==> src/rtl/lfsr_5bit.sv <==
// Free-running maximal-length Fibonacci LFSR with a built-in primitive tap table,
// all-zero lockup recovery and a combinational sequence-wrap flag.
module lfsr_5bit #(
    parameter int               WIDTH = 5,
    parameter logic [WIDTH-1:0] SEED  = WIDTH'(1),
    parameter logic [WIDTH-1:0] TAPS  = '0
) (
    input  logic             clk,
    input  logic             reset,
    output logic [WIDTH-1:0] q,
    output logic             serial_out,
    output logic             wrap
);

    // Tap masks: bit n-1 set for each 1-based tap position n of the primitive polynomial.
    function automatic logic [15:0] table_taps(input int w);
        case (w)
            3:       table_taps = 16'h0006;
            4:       table_taps = 16'h000C;
            5:       table_taps = 16'h0014;
            6:       table_taps = 16'h0030;
            7:       table_taps = 16'h0060;
            8:       table_taps = 16'h00B8;
            9:       table_taps = 16'h0110;
            10:      table_taps = 16'h0240;
            11:      table_taps = 16'h0500;
            12:      table_taps = 16'h0829;
            13:      table_taps = 16'h100D;
            14:      table_taps = 16'h2015;
            15:      table_taps = 16'h6000;
            16:      table_taps = 16'hD008;
            default: table_taps = 16'h0000;
        endcase
    endfunction

    localparam int               TW         = (WIDTH > 16) ? WIDTH : 16;
    localparam logic [TW-1:0]    TABLE_MASK = TW'(table_taps(WIDTH));
    localparam logic [WIDTH-1:0] TAP_MASK   = (TAPS != '0) ? TAPS : TABLE_MASK[WIDTH-1:0];

    generate
        if (TAPS == '0 && (WIDTH < 3 || WIDTH > 16)) begin : g_width_check
            $error("lfsr_5bit: WIDTH must be 3..16 when the built-in tap table is used");
        end
    endgenerate

    logic             fb;
    logic [WIDTH-1:0] q_next;

    always_comb begin
        fb = ^(q & TAP_MASK);
        // The all-zero state is a fixed point of the shift; kick it back into the sequence.
        if (q == '0) begin
            q_next = WIDTH'(1);
        end else begin
            q_next = {q[WIDTH-2:0], fb};
        end
    end

    always_ff @(posedge clk or negedge reset) begin
        if (!reset) begin
            q <= SEED;
        end else begin
            q <= q_next;
        end
    end

    assign serial_out = q[WIDTH-1];
    assign wrap       = (q == SEED);

endmodule

==> config.mk <==
export PLATFORM = sky130hd
export DESIGN_NAME = lfsr_5bit
export DESIGN_NICKNAME = d
export VERILOG_FILES = /design/src/rtl/lfsr_5bit.sv
export SDC_FILE = /design/constraint.sdc
export NUM_CORES = 1
export LEC_CHECK = 0
export CAP_MARGIN = 30
export CORE_AREA = 10 10 47 49
export CTS_CLUSTER_DIAMETER = 200
export CTS_CLUSTER_SIZE = 10
export DETAILED_ROUTE_END_ITERATION = 8
export DIE_AREA = 0 0 57 59
export SYNTH_ARGS = -nofsm -noshare
export SYNTH_HDL_FRONTEND = slang
export SYNTH_SLANG_ARGS = --single-unit
==> constraint.sdc <==
create_clock -name clk -period 1.2 [get_ports clk]
set_input_delay 0.24 -clock clk [delete_from_list [all_inputs] [get_ports clk]]
set_output_delay 0.24 -clock clk [all_outputs]
set_load 0.05 [all_outputs]
==> summary.md <==
| Metric | Value |
|---|---|
| Status | `finished, violations left` |
| Failing checks | `negative setup slack` |
| GP Congestion | `around 0.66` |
| CP delay by family, top | `simple AND/OR/NAND/NOR gates` |
| Layout cells sized above 1 | `between 90% and 100%` |
| Site row count | `14` |
| Worst Setup EP | `wrap` |
| Sequential area share after synthesis | `between 60% and 70%` |
| Synth-to-Final Area Change | `154%` |
| Most common cell after layout, fill and taps aside | `buf_12` |
| Mean Syn Cell Area | `between 10 and 15 sq um` |
| Vias | `around 160` |
| Post-Syn Area | `around 190 sq um` |
| Fin. Hold Viols | `0` |
| Minimum clock period after layout | `1.48 ns` |
| Slowest cell on the critical path | `dfrtp_2` |
| Reg clk slew, reported paths | `approximately 0.040 ns` |
| P_leak | `0.201 nW` |
| Internal power | `a little under 0.3 mW` |
| Crit-path max cell delay | `0.41 ns` |
| Tcrit/Tclk final | `124%` |
| Type of the worst setup path | `reg -> out` |
| Hold WC Path Type | `in -> async` |
| Largest net degree at the start of global routing | `6` |
| H-tree levels | `1` |
| Setup ws final | `-0.284 ns` |
| R2R depth | `5` |
| Vias per cell | `roughly 3.4` |
| Syn nets | `16` |
| Sequential power share | `between 40% and 50%` |
| PwrDens | `approximately 760 nW/um^2` |
| Clock share of power | `between 50% and 60%` |
| Comb power frac | `about 1.6%` |
| DR WL/cell | `between 10 and 15 microns` |
| Fin Clk Skew | `approximately 0.000091 ns` |
| Max-Slew Margin vs Limit | `between 80% and 90%` |
| # DRC | `0` |
| RSZ-0062 raised after global routing | `true` |
| DRT antenna net count | `0` |
| Drt initial violations | `0` |
| Critical path required time | `0.96 ns` |
| CP Cell Sequence | `nor4_4 -> and2_4 -> buf_12` |
| WP data arrival | `1.24 ns` |
| Synth cell types | `8` |
| Routed WL | `about 530 microns` |
| Reg-to-reg critical path startpoint | `q[4]$_DFF_PN0_` |
| Least-Margin Pin Slew | `roughly 0.22 ns` |
| CP max FO | `2` |
| Die outline height | `roughly 59 microns` |
| Buf/Inv on CP | `1` |
| Total gr overflow | `0` |
| Final instance count without filler cells | `46` |
| Post-Place Cells | `38` |
| CTS tree | `yes` |
| Width of the die | `approximately 57 microns` |
| Largest register by flop count | `q` |
| Max-slew violations | `0` |
| Clock sinks | `5` |
| CP endpoint kind | `output pin` |
| P_sw | `0.0642 mW` |
| Max Clock Freq | `between 0.6 and 0.7 GHz` |
| Top Registers | `q x5` |
| Hold Buf Count CTS | `0` |
| Reg2reg end | `q[0]$_DFF_PN1_` |
| Gr usage total | `3.63%` |
| CTS Buffer Depth | `2` |
| Max VDD drop | `roughly 300 uV` |
| Pre-Repair DR Iteration Count | `1` |
| Clock root cell | `clkbuf_4` |
| Max Cap Viol | `0` |
| Synthesized flop and latch total | `5` |
| Setup TNS | `-0.693 ns` |
| CTS Buf Count | `3` |
| Initial antenna violation count | `0` |
| I/O pin count | `9` |
| Startpoint Class | `register` |
| Number of global-route vias before repair | `about 170` |
| Max FFs per register | `5` |
| Core area | `approximately 1400 sq um` |
| Mapped Cells | `14` |
| Ys Warns | `0` |
| Final setup viols | `4` |
| # diodes | `0` |
| Initial Util | `around an eighth` |
| Number of I/O port buffers | `8` |
| Fin nets | `33` |
| Sw Ratio | `17.8%` |
| Commonest non-fill, non-tap cells in the layout | `buf_12 (7), buf_6 (6), dfrtp_2 (4)` |
| Die area | `3360 sq um` |
| Flop-to-flop setup slack | `0.08 ns` |
| Worst skew pair latency | `between 0.2 and 0.25 ns` |
| Crit path from | `q[4]$_DFF_PN0_` |
| CP Depth | `3` |
| Global-route wire length before repair | `around 860 microns` |
==> routing by layer <==
metal  wire [microns]  share of wire, %  up-vias  global-route usage, %
met5                0                 0        -                      0
met1              212                40       73                   2.98
met3               79                15        0                   3.00
li1                 -                 -       74                      -
met2              239                45       11                   4.65
met4                0                 0        0                   5.03
==> worst min-delay path by stage <==
stage,cells after the start,end,from
final,1,q[2]$_DFF_PN0_,reset
after global routing,1,q[3]$_DFF_PN0_,reset
after CTS,1,q[2]$_DFF_PN0_,reset
after detailed placement,0,q[1]$_DFF_PN0_,q[0]$_DFF_PN1_
after global placement,0,q[1]$_DFF_PN0_,q[0]$_DFF_PN1_
after floorplan,0,q[1]$_DFF_PN0_,reset
==> synth_stat cells <==
library cell	count	area share (%)
clkbuf_1	4	8.1
dfrtp_1	4	54
and2_1	1	3.4
buf_4	1	4.0
dfstp_2	1	14
nor4_1	1	3.4
o41ai_2	1	8.7
xnor2_1	1	4.7
==> power by group through the flow <==
stage / registers (mW) / clock network, mW / logic (mW)
5_1_grt: 0.169 / 0.210 / 0.00661
3_3_place_gp: 0.172 / 0 / 0.00570
4_1_cts: 0.169 / 0.200 / 0.00598
6_report: 0.169 / 0.187 / 0.00583
2_1_floorplan: 0.172 / 0 / 0.0000000191
3_5_place_dp: 0.172 / 0 / 0.00590
==> kinds of logic (layout without fill, tap and decap cells) <==
| kind of cell | Yosys count | in the layout | share of synthesized area (%) |
|---|---|---|---|
| AO/OA/AOI/OAI | 1 | 1 | 8.73 |
| XOR/XNOR | 1 | 1 | 4.70 |
| buffers and inverters | 5 | 21 | 12.1 |
| flip-flops | 5 | 5 | 67.8 |
| AND/OR/NAND/NOR | 2 | 2 | 6.72 |
==> area by class of cell <==
type | count | area [sq um]
clock buffer | 4 | 26.3
timing repair buffer | 17 | 240
sequential | 5 | 131
fill | 146 | 928
multi-input combinational | 4 | 55.1
tap | 16 | 20.0
==> repair_timing <==
action | in CTS | in global routing
gates resized for setup | 3 | 5
setup buffers | 2 | 2
endpoints found under the setup margin | 2 | 5
pin swaps | 2 | 1
==> through the flow <==
step / util (%) / hold slack (ns) / instance area [sq um] / worst slack, ns / total power, mW
6_report: 33.8 / 0.223 / 473 / -0.284 / 0.362
3_3_place_gp: 27.1 / 0.415 / 379 / -0.0195 / 0.177
2_1_floorplan: - / -0.0556 / 194 / -0.107 / 0.172
5_1_grt: 33.8 / 0.229 / 473 / -0.318 / 0.385
4_1_cts: 31.0 / 0.214 / 434 / -0.287 / 0.375
3_5_place_dp: 27.1 / 0.422 / 379 / -0.0630 / 0.178
==> worst register-to-register path, stage by stage, from the launching register on <==
cell and delay [ns]:
dfrtp_2 0.41, buf_4 0.14, buf_6 0.10, buf_6 0.12, xnor2_1 0.17, o41ai_2 0.10
Power figures use the tool's default switching activity.
